==> src/rtl/noc_input_port_if.sv <==
// Bundle of the flit, credit, request and status signals between one router
// input port and its neighbours (upstream link, arbiter and crossbar).
interface noc_input_port_if #(
  parameter int DATA_WIDTH = 32,
  parameter int DEPTH      = 4
);
  logic [DATA_WIDTH-1:0]    flit_in;
  logic                     flit_valid_in;
  logic                     credit_out;
  logic [4:0]               req_out;
  logic                     grant_in;
  logic [DATA_WIDTH-1:0]    flit_out;
  logic                     flit_valid_out;
  logic [$clog2(DEPTH):0]   occupancy;
  logic                     err_out;

  // Environment side: upstream link, arbiter and crossbar
  modport master (
    output flit_in, flit_valid_in, grant_in,
    input  credit_out, req_out, flit_out, flit_valid_out, occupancy, err_out
  );

  // Input port side
  modport slave (
    input  flit_in, flit_valid_in, grant_in,
    output credit_out, req_out, flit_out, flit_valid_out, occupancy, err_out
  );
endinterface

==> src/rtl/noc_input_port.sv <==
// Router input port: buffers upstream flits, YX-routes each packet head and
// holds a one-hot request to the output arbiter for the whole packet, popping
// one flit per grant and returning one credit per forwarded flit.
module noc_input_port #(
  parameter int DATA_WIDTH = 32,
  parameter int COORD_W    = 2,
  parameter int DEPTH      = 4,
  parameter int LOCAL_X    = 1,
  parameter int LOCAL_Y    = 1
) (
  input logic             clk,
  input logic             rst,
  noc_input_port_if.slave bus
);

  localparam int PTR_W = $clog2(DEPTH);
  localparam int CNT_W = PTR_W + 1;

  localparam logic [1:0] T_HEAD   = 2'b01;
  localparam logic [1:0] T_TAIL   = 2'b10;
  localparam logic [1:0] T_SINGLE = 2'b11;

  typedef enum logic {IDLE, ACTIVE} state_t;

  logic [DATA_WIDTH-1:0] mem [DEPTH];
  logic [PTR_W-1:0]      wr_ptr, rd_ptr;
  logic [CNT_W-1:0]      count;

  state_t     state, state_next;
  logic [4:0] route_q, route_next, route_calc, req;
  logic       head_sent, head_sent_next;
  logic       pop, push, fwd, err_set;

  logic [DATA_WIDTH-1:0] front;
  logic [1:0]            front_type;
  logic [COORD_W-1:0]    dest_x, dest_y;
  logic                  empty, full;

  logic [DATA_WIDTH-1:0] flit_q;
  logic                  valid_q, credit_q, err_q;

  assign front      = mem[rd_ptr];
  assign front_type = front[DATA_WIDTH-1:DATA_WIDTH-2];
  assign dest_x     = front[COORD_W-1:0];
  assign dest_y     = front[2*COORD_W-1:COORD_W];
  assign empty      = (count == '0);
  assign full       = (count == CNT_W'(DEPTH));

  // A full FIFO can still accept a flit when the same cycle frees a slot
  assign push = bus.flit_valid_in && (!full || pop);

  // YX routing of the front flit: resolve the Y dimension before X
  always_comb begin
    route_calc = 5'b00001;
    if (dest_y > COORD_W'(LOCAL_Y))      route_calc = 5'b10000;
    else if (dest_y < COORD_W'(LOCAL_Y)) route_calc = 5'b01000;
    else if (dest_x > COORD_W'(LOCAL_X)) route_calc = 5'b00010;
    else if (dest_x < COORD_W'(LOCAL_X)) route_calc = 5'b00100;
  end

  // Packet FSM: route heads in IDLE, stream granted flits in ACTIVE
  always_comb begin
    state_next     = state;
    route_next     = route_q;
    head_sent_next = head_sent;
    req            = 5'b00000;
    pop            = 1'b0;
    fwd            = 1'b0;
    err_set        = 1'b0;
    case (state)
      IDLE: begin
        if (!empty) begin
          if (front_type == T_HEAD || front_type == T_SINGLE) begin
            route_next     = route_calc;
            head_sent_next = 1'b0;
            state_next     = ACTIVE;
          end else begin
            pop     = 1'b1;
            err_set = 1'b1;
          end
        end
      end
      ACTIVE: begin
        if (!empty) begin
          req = route_q;
          if (bus.grant_in) begin
            pop            = 1'b1;
            fwd            = 1'b1;
            head_sent_next = 1'b1;
            if (front_type == T_HEAD && head_sent) err_set = 1'b1;
            if (front_type == T_TAIL || front_type == T_SINGLE) state_next = IDLE;
          end
        end
      end
      default: state_next = IDLE;
    endcase
    if (bus.grant_in && empty) err_set = 1'b1;
    if (bus.flit_valid_in && full && !pop) err_set = 1'b1;
  end

  // FSM state, latched route and packet progress
  always_ff @(posedge clk) begin
    if (rst) begin
      state     <= IDLE;
      route_q   <= 5'b00000;
      head_sent <= 1'b0;
    end else begin
      state     <= state_next;
      route_q   <= route_next;
      head_sent <= head_sent_next;
    end
  end

  // Flit storage; contents need no reset because the count guards reads
  always_ff @(posedge clk) begin
    if (push) mem[wr_ptr] <= bus.flit_in;
  end

  // FIFO pointers and occupancy, wrapping naturally at DEPTH
  always_ff @(posedge clk) begin
    if (rst) begin
      wr_ptr <= '0;
      rd_ptr <= '0;
      count  <= '0;
    end else begin
      if (push) wr_ptr <= wr_ptr + PTR_W'(1);
      if (pop)  rd_ptr <= rd_ptr + PTR_W'(1);
      if (push && !pop)      count <= count + CNT_W'(1);
      else if (pop && !push) count <= count - CNT_W'(1);
    end
  end

  // Registered crossbar output, credit return and sticky error flag
  always_ff @(posedge clk) begin
    if (rst) begin
      flit_q   <= '0;
      valid_q  <= 1'b0;
      credit_q <= 1'b0;
      err_q    <= 1'b0;
    end else begin
      if (fwd) flit_q <= front;
      valid_q  <= fwd;
      credit_q <= fwd;
      if (err_set) err_q <= 1'b1;
    end
  end

  assign bus.req_out        = req;
  assign bus.occupancy      = count;
  assign bus.flit_out       = flit_q;
  assign bus.flit_valid_out = valid_q;
  assign bus.credit_out     = credit_q;
  assign bus.err_out        = err_q;

endmodule

==> src/flat_wrapper.sv <==
// flat-port wrapper written by rule: the top's interface ports become plain ports
module noc_input_port_flat 
#(
  parameter int DATA_WIDTH = 32,
  parameter int COORD_W    = 2,
  parameter int DEPTH      = 4,
  parameter int LOCAL_X    = 1,
  parameter int LOCAL_Y    = 1
)
  (clk, rst, bus_flit_in, bus_flit_valid_in, bus_grant_in, bus_credit_out, bus_req_out, bus_flit_out, bus_flit_valid_out, bus_occupancy, bus_err_out);
  noc_input_port_if #(.DATA_WIDTH(DATA_WIDTH), .DEPTH(DEPTH)) bus_i ();
  input logic clk;
  input logic rst;
  input wire logic [$bits(bus_i.flit_in)-1:0] bus_flit_in;
  input wire logic [$bits(bus_i.flit_valid_in)-1:0] bus_flit_valid_in;
  input wire logic [$bits(bus_i.grant_in)-1:0] bus_grant_in;
  output wire logic [$bits(bus_i.credit_out)-1:0] bus_credit_out;
  output wire logic [$bits(bus_i.req_out)-1:0] bus_req_out;
  output wire logic [$bits(bus_i.flit_out)-1:0] bus_flit_out;
  output wire logic [$bits(bus_i.flit_valid_out)-1:0] bus_flit_valid_out;
  output wire logic [$bits(bus_i.occupancy)-1:0] bus_occupancy;
  output wire logic [$bits(bus_i.err_out)-1:0] bus_err_out;
  assign bus_i.flit_in = bus_flit_in;
  assign bus_i.flit_valid_in = bus_flit_valid_in;
  assign bus_i.grant_in = bus_grant_in;
  assign bus_credit_out = bus_i.credit_out;
  assign bus_req_out = bus_i.req_out;
  assign bus_flit_out = bus_i.flit_out;
  assign bus_flit_valid_out = bus_i.flit_valid_out;
  assign bus_occupancy = bus_i.occupancy;
  assign bus_err_out = bus_i.err_out;
  noc_input_port #(.DATA_WIDTH(DATA_WIDTH), .COORD_W(COORD_W), .DEPTH(DEPTH), .LOCAL_X(LOCAL_X), .LOCAL_Y(LOCAL_Y)) u_core (.clk(clk), .rst(rst), .bus(bus_i));
endmodule
==> config.mk <==
export PLATFORM = sky130hd
export DESIGN_NAME = noc_input_port_flat
export DESIGN_NICKNAME = d
export VERILOG_FILES = /design/src/rtl/noc_input_port_if.sv /design/src/rtl/noc_input_port.sv /design/src/flat_wrapper.sv
export SDC_FILE = /design/constraint.sdc
export NUM_CORES = 1
export LEC_CHECK = 0
export BUFFER_PORTS_ARGS = -buffer_cell sky130_fd_sc_hd__clkbuf_2
export CAP_MARGIN = 20
export CORE_AREA = 2 2 120 122
export DETAILED_ROUTE_END_ITERATION = 10
export DIE_AREA = 0 0 122 124
export GPL_TIMING_DRIVEN = 0
export PLACE_DENSITY = 0.71
export SLEW_MARGIN = 15
export SYNTH_ARGS = -nofsm -noshare
export SYNTH_HDL_FRONTEND = slang
export SYNTH_SLANG_ARGS = --single-unit
==> constraint.sdc <==
create_clock -name clk -period 7.7 [get_ports clk]
set_input_delay 2.31 -clock clk [delete_from_list [all_inputs] [get_ports clk]]
set_output_delay 2.31 -clock clk [all_outputs]
set_load 0.05 [all_outputs]
==> run metrics <==
CP required ~5.4 ns; routability cong. roughly 0.78; multiplexer share of the synthesized area 0.117; setup bufs post-CTS 0; largest family of logic cells by synthesized area multiplexers; Total Wirelength between 10000 and 15000 um; first-pass GRT wire length about 20000 um; sw power about 0.0008 W; Primary FF master, synth edfxtp_1; Initial Util 0.488; Synth area leaders edfxtp_1 (57%), dfxtp_1 (15%), mux4_2 (11%); VDD IR max 0.000232 V; initial antenna violation count 0; DRC 0; Critical Path AT roughly 1.8 ns; CP max FO 9; post-place instance area between 7000 and 8000 um2; highest clock rate roughly 240 MHz; Synth area leader edfxtp_1; CP Launch Type flip-flop; RSZ-0062 raised after global routing no; # diodes 0; routed length per placed instance 18.3 um; PwrDens around 340 nW/um2; setup violation total in the final timing report 0; clk buf depth 2; FF+latch count, synth about 180; critical path's slowest cell dfxtp_1; Clock Power Share 0.321; Via density 5.27; synth unique cells 37; layout cell share with drive strength beyond 1 0.324; Tot GR Track Use 0.183; final non-filler cell area between 8000 and 9000 um2; Hold Path Class flip-flop to flip-flop; Hold Slack ~0.46 ns; normalized max-slew margin 0.473; Post-synth top cells edfxtp_1 (128), nand2_1 (65), dfxtp_1 (50), a21oi_1 (41), mux4_2 (32); hold_buf cts 0; Final Hold Vio Count 0; Post-synth EDFFs between 100 and 150; post-synth top area share 0.574; Mapped Nets about 450; top-count cell post-synth edfxtp_1; outcome finished clean; Top delay family on crit path simple AND/OR/NAND/NOR gates; Pre-Repair DR Iteration Count 4; post-CTS sizing 0; post-synthesis cell area 6690 um2; gr ovfl total 0; CTS Buf Count 17; Syn-to-layout area delta 19.9%; Core ar. roughly 14000 um2; CTS tree built; post-synthesis adder-cell area fraction 0.0123; Root Buffer clkbuf_16; Die X 122 um; Final Util 0.585; Power Internal between 0.0015 and 0.002 W; Final ANT Viol Nets 0; Rows between 40 and 50; Post-Synth XOR/XNOR Area 0.00262; Clock transition at path regs ~0.06 ns; critical path class flip-flop to output port; chip height around 120 um; # clock sinks 178; CP peak stage delay 0.40 ns; Mean Syn Cell Area about 16 um2; Worst-Skew Late Latency about 0.43 ns; leakage around 2.8 nW; overall power between 0.002 and 0.003 W; Tightest Pin Transition 0.790 ns; PortBufs between 70 and 80; Syn Inst Count 407; Net Sw Frac 0.289; setup TNS 0 ns; clock skew roughly 0.011 ns; half-perimeter wire length after placement 8520 um; endpoint class of the critical path output port; CP bufs+invs 2; compound-gate portion of the synthesized area 0.0495; Syn. warnings 0; Filler cells between 1000 and 1500; crit path time final 4.13 ns; Max-Cap Viols 0; CP cell instances or3_1, buf_2, and3_1, clkbuf_2; Seq/Total Area, Yosys 0.724; Vias roughly 3700; asr flop ratio synth 0; DR iter-0 viols 230; period utilization 0.536; total die area around 15000 um2; H-tree depth 4; pin count of the biggest net entering global routing 19; vias in the first global route 3714; Post-Synth Simple-Gate Area 0.0723; Slew Limit Fails 0; Comb power frac 0.244; I/O Pins a little under 80; nets between 500 and 600; Flop pwr share 0.436
[sequential cells by signal (all words and copies together) (netlist names), named ones only]
| signal | cells |
|---|---|
| u_core.bus.err_out | 1 |
| u_core.bus.flit_out | 32 |
| u_core.bus.flit_valid_out | 1 |
| u_core.bus.occupancy | 3 |
| u_core.head_sent | 1 |
| u_core.mem | 128 |
| u_core.rd_ptr | 2 |
| u_core.route_q | 5 |
| u_core.state | 1 |
| u_core.wr_ptr | 2 |
[cell families after synthesis]
group	count (synthesis)
compound gates	52
xor+xnor	2
fa+ha+maj	6
buf+inv	28
flops	178
mux	38
simple gates	103
[metrics by stage]
| stage | std cells | worst slack [ns] |
|---|---|---|
| 5_1_grt | 701 | 3.48 |
| 4_1_cts | 701 | 3.54 |
| 2_1_floorplan | 407 | 3.54 |
| 3_5_place_dp | 669 | 3.26 |
| 6_report | 701 | 3.57 |
| 3_3_place_gp | 665 | 2.86 |
[final cells by class]
| class | count | area, um2 | share of cell area |
|---|---|---|---|
| Inverter | 5 | 18.8 | 0.00234 |
| Timing Repair Buffer | 82 | 500 | 0.0624 |
| Clock inverter | 14 | 163 | 0.0203 |
| Sequential cell | 178 | 4840 | 0.604 |
| Multi-Input combinational cell | 201 | 1700 | 0.212 |
| Clock buffer | 18 | 439 | 0.0547 |
| Tap cell | 180 | 225 | 0.0281 |
| Buffer | 23 | 131 | 0.0164 |
[power groups by stage]
stage | clock (W) | sequential, W | combinational (W)
after detailed placement | 0 | 0.00120 | 0.000669
after global routing | 0.000914 | 0.00119 | 0.000718
after floorplan | 0 | 0.00128 | 0.000420
final | 0.000867 | 0.00118 | 0.000659
after CTS | 0.000884 | 0.00118 | 0.000672
after global placement | 0 | 0.00119 | 0.000638
[layout by cell type, fill, tap and decap left out, drive strengths merged, types with 3 or more instances in the layout]
cell / count
a21oi: 41
a22o: 3
and2: 6
and3: 5
buf: 21
bufinv: 3
clkbuf: 102
clkinv: 7
clkinvlp: 3
dfxtp: 50
edfxtp: 128
ha: 5
inv: 6
mux2i: 5
mux4: 32
nand2: 65
nand2b: 3
nor2: 10
nor2b: 3
or3: 4
[layer usage]
metal / routed length, um / vias up / share of wire / global-route usage
li1: - / 1742 / - / -
met1: 5100 / 1851 / 0.40 / 0.213
met2: 6690 / 90 / 0.52 / 0.314
met3: 833 / 14 / 0.065 / 0.0627
met4: 203 / 0 / 0.016 / 0.0733
met5: 0 / - / 0 / 0
[worst paths after layout]
path	slack [ns]	endpoint	start	depth (start not counted)
worst min-delay path	0.46	u_core.bus.flit_out[16]$_SDFFE_PP0P_	u_core.bus.flit_out[16]$_SDFFE_PP0P_	2
worst min register to register	0.46	u_core.bus.flit_out[16]$_SDFFE_PP0P_	u_core.bus.flit_out[16]$_SDFFE_PP0P_	2
worst max-delay path	3.57	bus_req_out[4]	u_core.bus.occupancy[0]$_SDFFE_PP0P_	4
worst max register to register	5.08	u_core.bus.occupancy[2]$_SDFFE_PP0P_	flip-flop	10
[worst reg2reg max path, cell delays in order (launching register included)]
cell and delay [ns]:
dfxtp_1 0.33, buf_6 0.15, mux2i_1 0.31, a221oi_4 0.16, a31oi_4 0.30, ha_1 0.23, inv_1 0.06, fa_1 0.37
xor2_1 0.18, or3_1 0.31, a21oi_1 0.14
Note: power is estimated with default switching activity, not from simulation.
